$ cat src/rtl/timer_mc_core.sv
// timer_mc_core: 64/32-bit timer with power-of-two prescaler, NUM_CMP compare channels,
// sticky W1C status, channel-0 auto-reload and debug halt. Define TIMER_OVF_INT_EN for the bit-31 overflow interrupt.
module timer_mc_core #(
    parameter int CNT_W   = 64,
    parameter int NUM_CMP = 4,
    parameter int ADDR_W  = 12
) (
    input  logic               clk,
    input  logic               rst,
    input  logic [ADDR_W-1:0]  addr,
    input  logic [31:0]        wdata,
    input  logic [3:0]         pstrb,
    input  logic               wr_en,
    input  logic               rd_en,
    output logic [31:0]        rdata,
    output logic               pslverr,
    input  logic               dbg_mode,
    output logic               halt_ack,
    output logic [NUM_CMP-1:0] tim_int_vec,
    output logic               tim_int
);
    localparam logic [ADDR_W-1:0] A_TCR   = ADDR_W'(32'h00);
    localparam logic [ADDR_W-1:0] A_TDR0  = ADDR_W'(32'h04);
    localparam logic [ADDR_W-1:0] A_TDR1  = ADDR_W'(32'h08);
    localparam logic [ADDR_W-1:0] A_C0L   = ADDR_W'(32'h0C);
    localparam logic [ADDR_W-1:0] A_C0H   = ADDR_W'(32'h10);
    localparam logic [ADDR_W-1:0] A_TIER  = ADDR_W'(32'h14);
    localparam logic [ADDR_W-1:0] A_TISR  = ADDR_W'(32'h18);
    localparam logic [ADDR_W-1:0] A_THCSR = ADDR_W'(32'h1C);
    localparam logic [31:0] CH_MASK = 32'((64'd1 << NUM_CMP) - 64'd1);
`ifdef TIMER_OVF_INT_EN
    localparam logic [31:0] OVF_BIT = 32'h8000_0000;
`else
    localparam logic [31:0] OVF_BIT = 32'h0000_0000;
`endif
    localparam logic [31:0] IRQ_MASK = CH_MASK | OVF_BIT;

    function automatic logic [31:0] lane_mask(input logic [3:0] strb);
        return {{8{strb[3]}}, {8{strb[2]}}, {8{strb[1]}}, {8{strb[0]}}};
    endfunction

    function automatic logic [31:0] merge(input logic [31:0] old_v, input logic [31:0] new_v,
                                          input logic [3:0] strb);
        return (old_v & ~lane_mask(strb)) | (new_v & lane_mask(strb));
    endfunction

    function automatic logic [ADDR_W-1:0] tcmp_addr(input int idx, input logic hi);
        return ADDR_W'(32'h40 + 32'(8 * idx) + (hi ? 32'h4 : 32'h0));
    endfunction

    logic               timer_en_q, timer_en_d, div_en_q, div_en_d, ar_en_q, ar_en_d;
    logic [3:0]         div_val_q, div_val_d;
    logic               en_prev_q, en_prev_d;
    logic [7:0]         presc_q, presc_d;
    logic [CNT_W-1:0]   cnt_q, cnt_d;
    logic [CNT_W-1:0]   cmp_q [NUM_CMP];
    logic [CNT_W-1:0]   cmp_d [NUM_CMP];
    logic [31:0]        tier_q, tier_d, tisr_q, tisr_d;
    logic               halt_req_q, halt_req_d, halt_ack_q, halt_ack_d;
    logic [NUM_CMP-1:0] tim_int_vec_q, tim_int_vec_d;
    logic               tim_int_q, tim_int_d;

    logic               wr_tcr, wr_tdr0, wr_tdr1, wr_tier, wr_tisr, wr_thcsr;
    logic [NUM_CMP-1:0] cmpl_hit, cmph_hit, match;
    logic [2:0]         tcr_lo_new;
    logic [3:0]         div_val_new;
    logic               tcr_err, run, tick, ovf_set;
    logic [7:0]         presc_top;
    logic [63:0]        cnt_ext, cmp_ext;
    logic [31:0]        w1c, set_vec, tcr_cur;

    assign tcr_cur = {20'd0, div_val_q, 5'd0, ar_en_q, div_en_q, timer_en_q};

    always_comb begin
        wr_tcr   = wr_en && (addr == A_TCR);
        wr_tdr0  = wr_en && (addr == A_TDR0);
        wr_tdr1  = wr_en && (addr == A_TDR1) && (CNT_W == 64);
        wr_tier  = wr_en && (addr == A_TIER);
        wr_tisr  = wr_en && (addr == A_TISR);
        wr_thcsr = wr_en && (addr == A_THCSR);
        for (int i = 0; i < NUM_CMP; i++) begin
            cmpl_hit[i] = wr_en && ((addr == tcmp_addr(i, 1'b0)) || (i == 0 && addr == A_C0L));
            cmph_hit[i] = wr_en && (CNT_W == 64) &&
                          ((addr == tcmp_addr(i, 1'b1)) || (i == 0 && addr == A_C0H));
        end

        // Divider settings are frozen while the timer runs; enable/auto-reload bits stay writable.
        tcr_lo_new  = pstrb[0] ? wdata[2:0] : {ar_en_q, div_en_q, timer_en_q};
        div_val_new = pstrb[1] ? wdata[11:8] : div_val_q;
        tcr_err     = (pstrb[1] && (wdata[11:8] > 4'd8)) ||
                      (timer_en_q && ((tcr_lo_new[1] != div_en_q) || (div_val_new != div_val_q)));
        pslverr     = wr_tcr && tcr_err;

        timer_en_d = timer_en_q;
        div_en_d   = div_en_q;
        ar_en_d    = ar_en_q;
        div_val_d  = div_val_q;
        if (wr_tcr && !tcr_err) begin
            timer_en_d = tcr_lo_new[0];
            div_en_d   = tcr_lo_new[1];
            ar_en_d    = tcr_lo_new[2];
            div_val_d  = div_val_new;
        end
        en_prev_d = timer_en_q;

        run       = timer_en_q && !halt_ack_q;
        presc_top = 8'((9'd1 << div_val_q) - 9'd1);
        tick      = div_en_q ? (run && (presc_q == presc_top)) : run;
        presc_d   = presc_q;
        if (!timer_en_q || !div_en_q) presc_d = 8'd0;
        else if (run)                 presc_d = tick ? 8'd0 : presc_q + 8'd1;

        cnt_ext = 64'(cnt_q);
        if (wr_tdr0) cnt_ext[31:0]  = merge(cnt_ext[31:0], wdata, pstrb);
        if (wr_tdr1) cnt_ext[63:32] = merge(cnt_ext[63:32], wdata, pstrb);
        cnt_d   = cnt_q;
        ovf_set = 1'b0;
        if (en_prev_q && !timer_en_q) begin
            cnt_d = '0;
        end else if (wr_tdr0 || wr_tdr1) begin
            cnt_d = CNT_W'(cnt_ext);
        end else if (tick) begin
            if (ar_en_q && (cnt_q == cmp_q[0])) begin
                cnt_d = '0;
            end else begin
                cnt_d   = cnt_q + CNT_W'(1);
                ovf_set = &cnt_q;
            end
        end

        cmp_ext = '0;
        for (int i = 0; i < NUM_CMP; i++) begin
            cmp_ext = 64'(cmp_q[i]);
            if (cmpl_hit[i]) cmp_ext[31:0]  = merge(cmp_ext[31:0], wdata, pstrb);
            if (cmph_hit[i]) cmp_ext[63:32] = merge(cmp_ext[63:32], wdata, pstrb);
            cmp_d[i] = CNT_W'(cmp_ext);
            match[i] = (cnt_q == cmp_q[i]);
        end

        tier_d = wr_tier ? (merge(tier_q, wdata, pstrb) & IRQ_MASK) : tier_q;
        // A new set always beats a same-cycle write-1-to-clear.
        w1c     = wr_tisr ? (wdata & lane_mask(pstrb) & IRQ_MASK) : 32'd0;
        set_vec = 32'(match) | (ovf_set ? OVF_BIT : 32'd0);
        tisr_d  = ((tisr_q & ~w1c) | set_vec) & IRQ_MASK;

        halt_req_d = (wr_thcsr && pstrb[0]) ? wdata[0] : halt_req_q;
        halt_ack_d = halt_req_q && dbg_mode;

        tim_int_vec_d = tisr_d[NUM_CMP-1:0] & tier_d[NUM_CMP-1:0];
        tim_int_d     = |(tisr_d & tier_d);
    end

    logic [63:0] cnt_rd, cmp_rd;
    logic [31:0] rd_val;

    always_comb begin
        rd_val = 32'd0;
        cnt_rd = 64'(cnt_q);
        cmp_rd = 64'(cmp_q[0]);
        if (addr == A_TCR)   rd_val = tcr_cur;
        if (addr == A_TDR0)  rd_val = cnt_rd[31:0];
        if (addr == A_TDR1)  rd_val = cnt_rd[63:32];
        if (addr == A_C0L)   rd_val = cmp_rd[31:0];
        if (addr == A_C0H)   rd_val = cmp_rd[63:32];
        if (addr == A_TIER)  rd_val = tier_q;
        if (addr == A_TISR)  rd_val = tisr_q;
        if (addr == A_THCSR) rd_val = {30'd0, halt_ack_q, halt_req_q};
        for (int i = 0; i < NUM_CMP; i++) begin
            cmp_rd = 64'(cmp_q[i]);
            if (addr == tcmp_addr(i, 1'b0)) rd_val = cmp_rd[31:0];
            if (addr == tcmp_addr(i, 1'b1)) rd_val = cmp_rd[63:32];
        end
        rdata = rd_en ? rd_val : 32'd0;
    end

    always_ff @(posedge clk) begin
        if (rst) begin
            timer_en_q    <= 1'b0;
            div_en_q      <= 1'b0;
            ar_en_q       <= 1'b0;
            div_val_q     <= 4'd1;
            en_prev_q     <= 1'b0;
            presc_q       <= 8'd0;
            cnt_q         <= '0;
            for (int i = 0; i < NUM_CMP; i++) cmp_q[i] <= '1;
            tier_q        <= 32'd0;
            tisr_q        <= 32'd0;
            halt_req_q    <= 1'b0;
            halt_ack_q    <= 1'b0;
            tim_int_vec_q <= '0;
            tim_int_q     <= 1'b0;
        end else begin
            timer_en_q    <= timer_en_d;
            div_en_q      <= div_en_d;
            ar_en_q       <= ar_en_d;
            div_val_q     <= div_val_d;
            en_prev_q     <= en_prev_d;
            presc_q       <= presc_d;
            cnt_q         <= cnt_d;
            for (int i = 0; i < NUM_CMP; i++) cmp_q[i] <= cmp_d[i];
            tier_q        <= tier_d;
            tisr_q        <= tisr_d;
            halt_req_q    <= halt_req_d;
            halt_ack_q    <= halt_ack_d;
            tim_int_vec_q <= tim_int_vec_d;
            tim_int_q     <= tim_int_d;
        end
    end

    assign halt_ack    = halt_ack_q;
    assign tim_int_vec = tim_int_vec_q;
    assign tim_int     = tim_int_q;
endmodule

$ cat config.mk
export PLATFORM = sky130hd
export DESIGN_NAME = timer_mc_core
export DESIGN_NICKNAME = d
export VERILOG_FILES = /design/src/rtl/timer_mc_core.sv
export SDC_FILE = /design/constraint.sdc
export NUM_CORES = 1
export LEC_CHECK = 0
export CORE_AREA = 2 2 270 272
export DETAILED_ROUTE_END_ITERATION = 6
export DIE_AREA = 0 0 272 274
export DONT_BUFFER_PORTS = 1
export PLACE_DENSITY = 0.5
export SETUP_SLACK_MARGIN = 0.1
export SYNTH_ARGS = -nofsm -noshare
export SYNTH_HDL_FRONTEND = slang
export SYNTH_SLANG_ARGS = --single-unit
$ cat constraint.sdc
create_clock -name clk -period 3.29 [get_ports clk]
set_input_delay 0.658 -clock clk [delete_from_list [all_inputs] [get_ports clk]]
set_output_delay 0.658 -clock clk [all_outputs]
set_load 0.05 [all_outputs]
==> summary.md, run 1 <==
| Metric | Value |
|---|---|
| Largest net degree at the start of global routing | `281` |
| Final #Nets | `2790` |
| Post-synthesis instance total | `2562` |
| Area growth syn-to-layout | `30.1%` |
| Final worst slack | `-0.413 ns` |
| WHS | `0.153 ns` |
| Pwr Density | `360 nW/um^2` |
| Post-Synth Adder-Cell Area | `less than 1%` |
| CTS tree | `yes` |
| Synth Area in Compound Gates | `23.6%` |
| Failing checks | `design-rule violations, negative setup slack` |
| DR iter-0 viols | `2835` |
| Worst Skew | `0.0262 ns` |
| Post-route design area | `27700 sq um` |
| HP Class | `in2reg` |
| Die extent in y | `274 microns` |
| Residual DRC | `2` |
| Max-Cap Viols | `0` |
| Post-synthesis sequential area ratio | `33.0%` |
| Htree depth | `2` |
| CTS Buf Count | `44` |
| Clk sink count | `351` |
| Xor and xnor area share after synthesis | `11.3%` |
| Floorplan Core Area | `72000 sq um` |
| Initial Util | `29.6%` |
| Crit-path slowest cell | `or4_4` |
| Initial antenna violation count | `5` |
| Final Hold Viols | `0` |
| Register area | `7040 sq um` |
| Worst slew pin tran | `~1.1 ns` |
| Antenna cell count | `0` |
| Grt total ovfl | `0` |
| DRT Wirelength | `117000 microns` |
| Number of distinct library cells after synthesis | `between 90 and 100` |
| Clock Root Buffer | `clkbuf_16` |
| Multi-input gate area | `roughly 14000 sq um` |
| Hold EP | `div_val_q[3]$_SDFFE_PP0P_` |
| Die area | `74500 sq um` |
| Fmax | `0.270 GHz` |
| # IOs | `92` |
| Critical path type | `in2out` |
| First-pass GRT wire length | `162000 microns` |
| Most common cell after layout, fill and taps aside | `dfxtp_1` |
| Tcrit/Tclk final | `113%` |
| Crit Path Max Fanout | `9` |
| Vias | `22100` |
| Status | `finished, violations left` |
| Number of iterations in the first detailed-routing pass | `7` |
| Min cycle time layout | `around 3.7 ns` |
| Arrival time at the worst endpoint | `3.05 ns` |
| Post-Synth Simple-Gate Area | `roughly a quarter` |
| Longest Clk Path Bufs | `3` |
| Skew-Pair Late Insertion Delay | `0.61 ns` |
| RSZ-0062 raised after global routing | `yes` |
| Most frequent cells in the layout | `dfxtp_1, buf_4, xor2_1, a211o_1, nor2b_1` |
| Total power draw | `9.99 mW` |
| Vias in the first global route | `20800` |
| Worst Path Buf+Inv | `4` |
| Leak | `~9 nW` |
| Net count after synthesis | `around 2600` |
| EDFF count, synth | `0` |
| Hold path depth | `1` |
| Crit path max-delay family | `simple AND/OR/NAND/NOR gates` |
| Clock-pin slew on the worst setup and hold paths | `0.06 ns` |
| Top_reg_cell synth | `dfxtp_1` |
| Reg2reg path depth | `12` |
| Wl on met1 | `49500 microns` |
| Area of the mapped netlist | `21300 sq um` |
| Site Rows | `99` |
| Slew headroom | `a little over a quarter` |
| Required @ worst endpoint | `2.63 ns` |
| Final setup viols | `33` |
| Critical path launch point type | `input port` |
| Post-synth ARST share | `0%` |
| Post-DP HPWL | `90600 microns` |
| Crit path largest cell delay | `approximately 0.53 ns` |
| Met3 wire len | `10400 microns` |
| PortBufs | `0` |
| DR top layer | `met4` |
| Yosys warning count | `0` |
| Hold path start | `rst` |
| Area after detailed placement | `roughly 25000 sq um` |
| Worst reg2reg setup slack | `roughly 0.090 ns` |
| Die width | `272 microns` |
| Post-synthesis mux area share | `under 10%` |
| Tot GR Track Use | `30.5%` |
| Via/cell ratio | `5.94` |
| #FFs+latches synth | `351` |
| Peak supply drop | `roughly 0.4 mV` |
| Post-Syn Area per Cell | `8.32 sq um` |
| Slew Viols, Final | `0` |
| Drt wl/cell | `between 30 and 40 microns` |
| Core Util, Final | `38.5%` |
| RePlAce Congestion | `1.01` |
| Critical path capture point type | `output port` |
| ANT nets after route | `0` |
| Reg2reg start | `div_val_q[1]$_SDFFE_PP0P_` |
| Crit path cell chain | `or4_4 -> or4_4 -> buf_8 -> buf_4 -> buf_12 -> nor2_4 -> a21oi_1 -> nand3_1 -> a221oi_2 -> a211oi_4 -> buf_12` |
| FILL cells | `7186` |
| DR WL met2 | `51400 microns` |
| Largest family of logic cells by synthesized area | `simple AND/OR/NAND/NOR gates` |
| Layout cells sized above 1 | `23.5%` |
[synthesized netlist by cell type (21+ instances only)]
cell      number  area [sq um]
a211o_1      225          1970
a211oi_1      28           210
a21oi_1       87           435
a221oi_1      22           193
a22oi_1       45           338
a31oi_1       21           131
buf_1         23          86.3
buf_2         26           130
clkbuf_1     184           691
dfxtp_1      351          7030
inv_1         34           128
mux2i_1       21           210
nand2_1      212           796
nand3_1       67           335
nand3b_1      32           240
nand4_1       36           225
nor2_1       153           574
nor2b_1      223          1400
nor3_1        35           175
nor4_1        80           500
o21ai_0       57           285
o22ai_1       66           413
xor2_1       261          2290
[power breakdown]
group | internal [mW] | switching [mW]
Combinational | 0.104 | 0.157
Clock | 3.35 | 2.12
Sequential | 4.25 | 0.00223
Total | 7.71 | 2.28
[cell type report]
cell class | count | area share, %
flip-flops and latches | 351 | 25.4
clock inverters | 18 | 1.14
clock buffers | 64 | 4.65
repair buffers | 377 | 13.1
inverters | 34 | 0.460
well taps | 959 | 4.33
multi-input cells | 1926 | 50.9
[worst max path at each step]
| stage | start | end | cells after the start |
|---|---|---|---|
| after global routing | addr[5] | rdata[7] | 9 |
| after CTS | addr[5] | rdata[14] | 10 |
| after global placement | addr[5] | rdata[14] | 10 |
| after detailed placement | addr[5] | rdata[14] | 10 |
| final | addr[5] | rdata[16] | 11 |
| after floorplan | addr[5] | rdata[7] | 9 |
[logic make-up after synthesis]
group | count (synthesis)
AO/OA/AOI/OAI | 663
adder cells (fa/ha/maj) | 3
AND/OR/NAND/NOR | 941
XOR/XNOR | 274
buffers and inverters | 286
multiplexers | 44
flip-flops | 351
[metal layers]
layer,vias to the layer above,track usage (%)
met3,242,5.54
li1,9676,-
met5,-,0
met1,10900,41.0
met2,1287,47.3
met4,0,13.7
[metrics by stage]
step           setup WS, ns  cells  setup TNS (ns)
2_1_floorplan        -0.442   2562           -8.97
3_3_place_gp         -0.557   3625          -12.34
3_5_place_dp         -0.582   3625          -13.28
4_1_cts              -0.426   3716           -8.55
5_1_grt              -0.493   3729          -11.30
6_report             -0.413   3729           -9.54
[repair_timing]
action                                  in CTS  in global routing
setup buffers                                8                 12
gates resized for setup                     71                 91
hold buffers                                 0                  0
pin swaps                                   33                 58
cloned                                       1                  2
endpoints found under the setup margin      57                 84
No activity file was read; power rests on OpenSTA's default activity.
==> run 2: changes to the inputs <==
SETUP_SLACK_MARGIN = default   (was 0.1)
==> run 2 against run 1 <==
Against the previous run: the run ends with negative setup slack left; clock skew shrank 0.00097 ns; cell area shrank 0.73%; flip-flop and latch count is the same; sequential share of layout area grew 0.13 points; critical endpoint is now rdata[30]; largest cell class unchanged.
==> summary.md, run 2 (synthesis gave the netlist of run 1 again) <==
| Metric | Value |
|---|---|
| Vias | `22100` |
| Layout cells sized above 1 | `22.7%` |
| DR iter-0 viols | `2578` |
| Hold_buf cts | `0` |
| Most frequent cells in the layout | `dfxtp_1, buf_4, xor2_1, a211o_1, nor2b_1` |
| Longest Clk Path Bufs | `3` |
| Number of iterations in the first detailed-routing pass | `5` |
| Switch share | `23.5%` |
| Status | `finished, violations left` |
| Post-route design area | `27500 sq um` |
| CTS tree | `yes` |
| Clock Root Buffer | `clkbuf_16` |
| Clock-pin slew on the worst setup and hold paths | `approximately 0.060 ns` |
| # placed instances | `3616` |
| Most common cell after layout, fill and taps aside | `dfxtp_1` |
| DR WL met2 | `48400 microns` |
| Critical path startpoint | `addr[10]` |
| P_int | `7.27 mW` |
| Skew-Pair Late Insertion Delay | `0.60 ns` |
| Worst Skew | `0.0252 ns` |
| Final Non-Filler Cells | `3712` |
| RePlAce Congestion | `a little over 1` |
| Residual DRC | `0` |
| Die width | `272 microns` |
| Site Rows | `99` |
| Critical path capture point type | `output port` |
| Die area | `about 75000 sq um` |
| CTS Buf Count | `43` |
| Initial antenna violation count | `2` |
| Wl on met1 | `47800 microns` |
| Vias in the first global route | `21100` |
| DR top layer | `met4` |
| Hold path start | `rst` |
| Met3 wire len | `approximately 9300 microns` |
| Min cycle time layout | `3.69 ns` |
| Final setup viols | `32` |
| Area growth syn-to-layout | `29.2%` |
| Sw Pwr | `between 2 and 2.5 mW` |
| Clk sink count | `351` |
| Final Hold Viols | `0` |
| Hold path depth | `1` |
| Worst setup endpoint | `rdata[30]` |
| Critical path type | `in2out` |
| Required @ worst endpoint | `between 2 and 3 ns` |
| Tot GR Track Use | `29.5%` |
| Die extent in y | `approximately 270 microns` |
| Max-Cap Viols | `0` |
| Drt wl/cell | `30.6 microns` |
| Failing checks | `negative setup slack` |
| Leak | `9.04 nW` |
| Combinational power share | `about 2.7%` |
| Critical path launch point type | `input port` |
| Crit Path Max Fanout | `5` |
| RSZ-0062 raised after global routing | `yes` |
| DRT Wirelength | `~110000 microns` |
| Area after detailed placement | `25200 sq um` |
| Sequential Power Share | `44.8%` |
| Slew headroom | `between 20% and 30%` |
| Final worst slack | `-0.403 ns` |
| HP Class | `in2reg` |
| Floorplan Core Area | `72000 sq um` |
| Post-DP HPWL | `87300 microns` |
| # IOs | `a little over 90` |
| Arrival time at the worst endpoint | `3.03 ns` |
| PortBufs | `0` |
| Worst slew pin tran | `between 1 and 1.5 ns` |
| Via/cell ratio | `5.94` |
| Fmax | `between 0.2 and 0.3 GHz` |
| Tcrit/Tclk final | `112%` |
| First-pass GRT wire length | `159000 microns` |
| Slew Viols, Final | `0` |
| Htree depth | `2` |
| Peak supply drop | `just over 0.3 mV` |
| Largest net degree at the start of global routing | `around 280` |
| Post-Place Worst Slack | `-0.624 ns` |
| Pwr Density | `between 300 and 400 nW/um^2` |
| Grt total ovfl | `0` |
| Clock power share | `52.6%` |
| Reg2reg path depth | `9` |
| Final #Nets | `about 2800` |
| ANT nets after route | `0` |
| Worst reg2reg setup slack | `0.09 ns` |
| Initial Util | `29.6%` |
## run 2: routing by layer
layer / global-route usage [%] / up-vias
li1: - / 9642
met1: 39.4 / 10900
met2: 45.0 / 1205
met3: 4.35 / 300
met4: 17.9 / 0
met5: 0 / -
## run 2: how the worst min path moves through the flow
stage                                 to  slack, ns
3_3_place_gp        tisr_q[1]$_SDFF_PP0_       0.49
4_1_cts             en_prev_q$_SDFF_PP0_       0.14
2_1_floorplan        halt_ack$_SDFF_PP0_       0.42
6_report       div_val_q[2]$_SDFFE_PP0P_       0.18
5_1_grt        div_val_q[3]$_SDFFE_PP0P_       0.17
3_5_place_dp        tisr_q[1]$_SDFF_PP0_       0.50
## run 2: area by class of cell
class,count,area [sq um]
flip-flops and latches,351,7030
clock buffers,61,1220
well taps,959,1200
repair buffers,362,3550
multi-input cells,1926,14200
fillers,7159,44400
clock inverters,18,211
diodes,1,2.50
inverters,34,128
## run 2: through the flow
stage / hold slack, ns / utilization, % / setup TNS [ns] / power (mW)
after global routing: 0.168 / 38.2 / -10.0 / 9.72
after global placement: 0.486 / 35.0 / -20.34 / 4.58
after floorplan: 0.422 / - / -8.97 / 4.60
after CTS: 0.137 / 37.8 / -9.05 / 9.55
after detailed placement: 0.499 / 35.0 / -23.33 / 4.58
final: 0.178 / 38.2 / -8.62 / 9.50
## run 2: worst max-delay path, stage by stage
cell      delay [ns]
or4_4           0.58
or4_4           0.59
nor2_4          0.21
buf_6           0.18
a22oi_1         0.09
a21oi_1         0.18
a211oi_2        0.09
o32ai_4         0.27
buf_12          0.18
## run 2: power by group through the flow
stage | combinational [mW] | sequential [mW] | clock (mW)
floorplan | 0.248 | 4.35 | 0
global placement | 0.235 | 4.35 | 0
detailed placement | 0.235 | 4.35 | 0
CTS | 0.243 | 4.25 | 5.05
global route | 0.257 | 4.25 | 5.21
finish | 0.253 | 4.25 | 4.99
## run 2: timing repair
action / 4_1_cts / 5_1_grt
hold endpoints to repair: 0 / 0
pin swaps: 55 / 43
gates cloned: 2 / 1
setup buffers: 12 / 7
gates resized for setup: 102 / 50
setup endpoints to repair: 69 / 80
==> run 3: changes to the inputs <==
CTS_BUF_LIST = sky130_fd_sc_hd__clkbuf_4 sky130_fd_sc_hd__clkbuf_8 sky130_fd_sc_hd__clkbuf_16   (was default)
==> run 3 against run 2 <==
Against the previous run: the run still ends with negative setup slack left; via count grew 0.29%; clock skew up 0.0020 ns; final cell count hardly changed; flip-flop and latch count is the same; maximum frequency barely moved; hold slack lost 0.0052 ns; core utilization barely moved; critical path depth unchanged; cell area is 0.12% higher; clock power is 2% higher; clock-buffer cell count is the same; global-route usage is essentially flat; largest cell class unchanged.
==> summary.md, run 3 (synthesis gave the netlist of run 1 again) <==
| Metric | Value |
|---|---|
| DR iter-0 viols | `roughly 2700` |
| FILL cells | `~7000` |
| Number of iterations in the first detailed-routing pass | `6` |
| HP Class | `in2reg` |
| RePlAce Congestion | `1.03` |
| Pwr Density | `around 350 nW/um^2` |
| Required @ worst endpoint | `2.63 ns` |
| Final #Nets | `2774` |
| Most common cell after layout, fill and taps aside | `dfxtp_1` |
| Arrival time at the worst endpoint | `3.03 ns` |
| Most used cell, CP | `or4_4` |
| Clk sink count | `~350` |
| Hold path start | `wdata[18]` |
| Core Util, Final | `38.3%` |
| Vias in the first global route | `21000` |
| Area growth syn-to-layout | `29.3%` |
| ANT nets after route | `0` |
| # IOs | `92` |
| Leak | `9.07 nW` |
| Hold path depth | `1` |
| Tot GR Track Use | `about 30%` |
| Slew headroom | `32.1%` |
| Htree depth | `2` |
| Die area | `about 75000 sq um` |
| WHS | `0.173 ns` |
| Critical path type | `in2out` |
| Site Rows | `99` |
| Clock-pin slew on the worst setup and hold paths | `0.07 ns` |
| Min cycle time layout | `roughly 3.7 ns` |
| Initial Util | `29.6%` |
| Clock Root Buffer | `clkbuf_16` |
| Crit-path slowest cell | `or4_4` |
| Worst reg2reg setup slack | `-0.03 ns` |
| Failing checks | `negative setup slack` |
| TNS Setup | `-8.97 ns` |
| Post-DP HPWL | `between 80000 and 90000 microns` |
| CTS tree | `yes` |
| Die width | `272 microns` |
| Total power draw | `approximately 9.6 mW` |
| Post-route design area | `27600 sq um` |
| Floorplan Core Area | `72000 sq um` |
| Worst Path Buf+Inv | `2` |
| Antenna cell count | `0` |
| Initial antenna violation count | `2` |
| Final setup viols | `33` |
| Area after detailed placement | `25200 sq um` |
| Peak supply drop | `0.306 mV` |
| Die extent in y | `274 microns` |
| Crit path largest cell delay | `around 0.59 ns` |
| Skew-Pair Late Insertion Delay | `approximately 0.60 ns` |
| Fmax | `0.271 GHz` |
| Worst slew pin tran | `1.02 ns` |
| Status | `finished, violations left` |
| Most frequent cells in the layout | `dfxtp_1, buf_4, xor2_1, a211o_1, nor2b_1` |
| Layout cells sized above 1 | `23.0%` |
| Via/cell ratio | `between 5 and 6` |
| CTS Buf Count | `between 40 and 50` |
| Slew Viols, Final | `0` |
| Residual DRC | `0` |
| First-pass GRT wire length | `~160000 microns` |
| Final worst slack | `-0.401 ns` |
| Critical path launch point type | `input port` |
| RSZ-0062 raised after global routing | `yes` |
| Crit Path Max Fanout | `5` |
| Critical path capture point type | `output port` |
| Post-Place Worst Slack | `-0.624 ns` |
| Crit path max-delay family | `simple AND/OR/NAND/NOR gates` |
| DRT Wirelength | `114000 microns` |
| PortBufs | `0` |
| Tcrit/Tclk final | `112%` |
| Max-Cap Viols | `0` |
| Worst Skew | `0.0272 ns` |
| Final Hold Viols | `0` |
| Drt wl/cell | `approximately 30 microns` |
| Largest net degree at the start of global routing | `281` |
| Crit path cell chain | `or4_4 -> or4_4 -> nor2_4 -> buf_6 -> a22oi_1 -> a21oi_1 -> a211oi_2 -> o32ai_4 -> buf_12` |
| Vias | `22100` |
| Longest Clk Path Bufs | `3` |
| Grt total ovfl | `0` |
| # placed instances | `3616` |
| Reg2reg path depth | `9` |
| Final Non-Filler Cells | `about 3700` |
run 3: cell type report:
| class | instances | area [sq um] | share of cell area [%] |
|---|---|---|---|
| clock buffers | 61 | 1260 | 4.58 |
| clock inverters | 18 | 211 | 0.767 |
| inverters | 34 | 128 | 0.463 |
| multi-input cells | 1926 | 14200 | 51.5 |
| flip-flops and latches | 351 | 7030 | 25.5 |
| well taps | 959 | 1200 | 4.35 |
| repair buffers | 362 | 3550 | 12.9 |
run 3: worst max-delay path by stage:
stage	from	end	cells past startpoint
floorplan	addr[5]	rdata[7]	9
global placement	addr[5]	rdata[7]	9
detailed placement	addr[5]	rdata[7]	9
CTS	addr[10]	rdata[13]	9
global route	addr[10]	rdata[14]	9
finish	addr[10]	rdata[30]	9
run 3: layer usage:
| metal | GRT usage, % | share of wire [%] | vias to the layer above | routed length [microns] |
|---|---|---|---|---|
| li1 | - | - | 9634 | - |
| met1 | 39.4 | 42 | 10900 | 47600 |
| met4 | 17.8 | 7.0 | 0 | 7910 |
| met5 | 0 | 0 | - | 0 |
| met3 | 4.30 | 8.0 | 286 | 9140 |
| met2 | 45.1 | 43 | 1249 | 48900 |
run 3: repair_timing:
item | CTS | global route
setup buffers | 12 | 7
resized for setup | 101 | 50
hold buffers | 0 | 0
gates cloned | 2 | 1
endpoints found under the setup margin | 69 | 80
pin swaps | 55 | 43
run 3: report_power, final:
part           total, mW  internal, mW  switching [mW]
logic              0.252        0.0996           0.152
registers           4.25          4.25         0.00225
clock network       5.08          3.00            2.08
total               9.59          7.35            2.24
==> edit (config.mk and constraints of run 2) <==
Put a register stage on the output `pslverr`, without a reset. The value now appears one clock later. The other outputs are not delayed to match.
--- a/src/rtl/timer_mc_core.sv
+++ b/src/rtl/timer_mc_core.sv
@@ -35,6 +35,8 @@
 `endif
     localparam logic [31:0] IRQ_MASK = CH_MASK | OVF_BIT;
 
+    logic pslverr_d;
+
     function automatic logic [31:0] lane_mask(input logic [3:0] strb);
         return {{8{strb[3]}}, {8{strb[2]}}, {8{strb[1]}}, {8{strb[0]}}};
     endfunction
@@ -89,7 +91,7 @@
         div_val_new = pstrb[1] ? wdata[11:8] : div_val_q;
         tcr_err     = (pstrb[1] && (wdata[11:8] > 4'd8)) ||
                       (timer_en_q && ((tcr_lo_new[1] != div_en_q) || (div_val_new != div_val_q)));
-        pslverr     = wr_tcr && tcr_err;
+        pslverr_d   = wr_tcr && tcr_err;
 
         timer_en_d = timer_en_q;
         div_en_d   = div_en_q;
@@ -210,5 +212,9 @@
     assign halt_ack    = halt_ack_q;
     assign tim_int_vec = tim_int_vec_q;
     assign tim_int     = tim_int_q;
+    always_ff @(posedge clk) begin
+        pslverr <= pslverr_d;
+    end
+
 endmodule
 
Check against the original RTL: not equivalent (Yosys sat finds a counterexample within 4 cycles, from zero or initial values and one cycle with rst high).
==> edit against run 2 <==
The flow finishes with violations (DRC, setup timing). Largest cell class unchanged. Final area down 3.5%. Sequential cell count up 1. Total power up 0.39%. Worst setup slack better by 300 ps. Synthesized cell count up 2.2%. Critical path type unchanged. Area after synthesis down 1.4%. Cell count up 0.86%. Combinational power down 7%. Wire length down 3.9%.
==> edit: results (changes against run 2) <==
[metrics] Final nets: 2809 (was 2774)
[metrics] dominant cells by area after synthesis: sky130_fd_sc_hd__dfxtp_1, sky130_fd_sc_hd__xor2_1, sky130_fd_sc_hd__a211o_1 (unchanged)
[metrics] count of cell types in the netlist: 79 (was 92)
[metrics] share of layout cells above drive strength 1: 20.4% (was 22.7%)
[metrics] violated checks: DRC, setup timing (was setup timing)
[metrics] weighted congestion at the end of routability-driven global placement: 1.05 (was 1.03)
[metrics] first-pass GRT wire length: 154000 µm (was 159000 µm)
[metrics] share of the yosys chip area belonging to registers: 33.5% (was 33.0%)
[metrics] gate count of the mapped netlist: 2618 (was 2562)
[metrics] detail-routed via count per cell: 5.86 (was 5.94)
[metrics] DRC Markers: 2 (was 0)
[metrics] met3 layer wire length in the routed design: 8720 µm (was 9260 µm)
[metrics] maximum number of pins on one net before global-route repair: 180 (was 281)
[metrics] peak fanout along the critical path: 6 (was 5)
[metrics] wire length the detailed router placed on met1: 46700 µm (was 47800 µm)
[metrics] GRT Overall Usage: 28.5% (was 29.5%)
[metrics] worst vdd rail ir drop: 0.000353 V (was 0.000307 V)
[metrics] Pre-Repair DR Iteration Count: 7 (was 5)
[metrics] post-route setup slack: -101 ps (was -403 ps)
[metrics] worst clock skew on the final layout: 18.1 ps (was 25.2 ps)
[metrics] status: finished, violations left (unchanged)
[metrics] setup violators final: 13 (was 32)
[metrics] Critical Path Slowest Stage Cell: sky130_fd_sc_hd__a221oi_4 (was sky130_fd_sc_hd__or4_4)
[metrics] Routed WL: 109000 µm (was 114000 µm)
[metrics] # placed instances: 3656 (was 3616)
[metrics] leading post-synthesis cells by instance count: sky130_fd_sc_hd__dfxtp_1, sky130_fd_sc_hd__nand2_1, sky130_fd_sc_hd__xor2_1, sky130_fd_sc_hd__clkbuf_1, sky130_fd_sc_hd__o21ai_0 (was sky130_fd_sc_hd__dfxtp_1, sky130_fd_sc_hd__xor2_1, sky130_fd_sc_hd__a211o_1, sky130_fd_sc_hd__nor2b_1, sky130_fd_sc_hd__nand2_1)
[metrics] Global Route met3 Usage: 4.18% (was 4.35%)
[metrics] largest stage delay on the critical path: 400 ps (was 590 ps)
[metrics] number of global-route vias before repair: 20.6k (was 21.1k)
[metrics] total via count after detailed routing: 21.9k (was 22.1k)
[metrics] GR Layer Usage met1: 38.8% (was 39.4%)
[metrics] met2 wirelength from detailed routing: 47000 µm (was 48400 µm)
[metrics] top routing layer in use: met5 (was met4)
-- edit: cell types whose count changed in the layout (fill, tap and decap cells not counted), sizes merged, moves of 20 or more --
| cell | before | now |
|---|---|---|
| a211o | 225 | 153 |
| a222oi | 9 | 30 |
| buf | 362 | 342 |
| inv | 38 | 14 |
| nand2 | 215 | 272 |
| nand3 | 69 | 149 |
| nand3b | 32 | 9 |
| nor2b | 223 | 166 |
| o211ai | 4 | 24 |
| o21ai | 58 | 181 |
| o22ai | 71 | 11 |
-- edit: through the flow --
stage                     util, %  hold slack [ps]  instance area (µm²)
after floorplan                 -              435                21400
after global placement       34.2              477                24600
after detailed placement     34.2              463                24600
after CTS                    36.5              138                26300
after global routing         36.9              163                26600
final                        36.9              183                26600
-- edit: logic make-up after synthesis --
group                    Yosys count  share of synthesized area [%]
AND/OR/NAND/NOR                 1004                           24.9
AO/OA/AOI/OAI                    679                           22.6
flip-flops                       352                           33.5
XOR/XNOR                         274                           11.4
buffers and inverters            266                           5.23
multiplexers                      40                           2.15
adder cells (fa/ha/maj)            3                          0.179
-- edit: report_power, final --
part / internal, mW / switching [mW]
Sequential: 4.26 / 0.000852
Clock: 3.02 / 2.02
Combinational: 0.0844 / 0.152
Total: 7.36 / 2.18
-- edit: worst register-to-register path, stage by stage, from the launching register on --
cell                      delay, ps
sky130_fd_sc_hd__dfxtp_1        540
sky130_fd_sc_hd__buf_4          280
sky130_fd_sc_hd__xor2_1         110
sky130_fd_sc_hd__nor4_1         740
sky130_fd_sc_hd__nand4_1        250
sky130_fd_sc_hd__nor4_1         620
sky130_fd_sc_hd__buf_4          260
sky130_fd_sc_hd__a21oi_2         50
sky130_fd_sc_hd__nor3_1         250
sky130_fd_sc_hd__or4_1          150
-- edit: repair_timing --
action	4_1_cts	5_1_grt
setup endpoints to repair	33	55
buffers inserted	7	7
gates resized for setup	58	50
pin swaps	29	56
-- edit: layout make-up --
| class | instances | area [µm²] |
|---|---|---|
| Timing Repair Buffer | 342 | 3190 |
| Tap cell | 959 | 1200 |
| Fill cell | 7368 | 45400 |
| Clock inverter | 16 | 171 |
| Inverter | 14 | 53.8 |
| Clock buffer | 61 | 1320 |
| Sequential cell | 352 | 7050 |
| Multi-Input combinational cell | 2000 | 13600 |
-- edit: final timing paths --
check	cells past startpoint	slack (ps)	startpoint	to
worst max-delay path	11	-100	addr[10]	rdata[26]
worst min-delay path	1	180	rst	en_prev_q$_SDFF_PP0_
worst max register to register	9	-10	flop	tim_int$_SDFF_PP0_
worst min register to register	2	470	halt_req_q$_SDFFE_PP0P_	halt_ack$_SDFF_PP0_
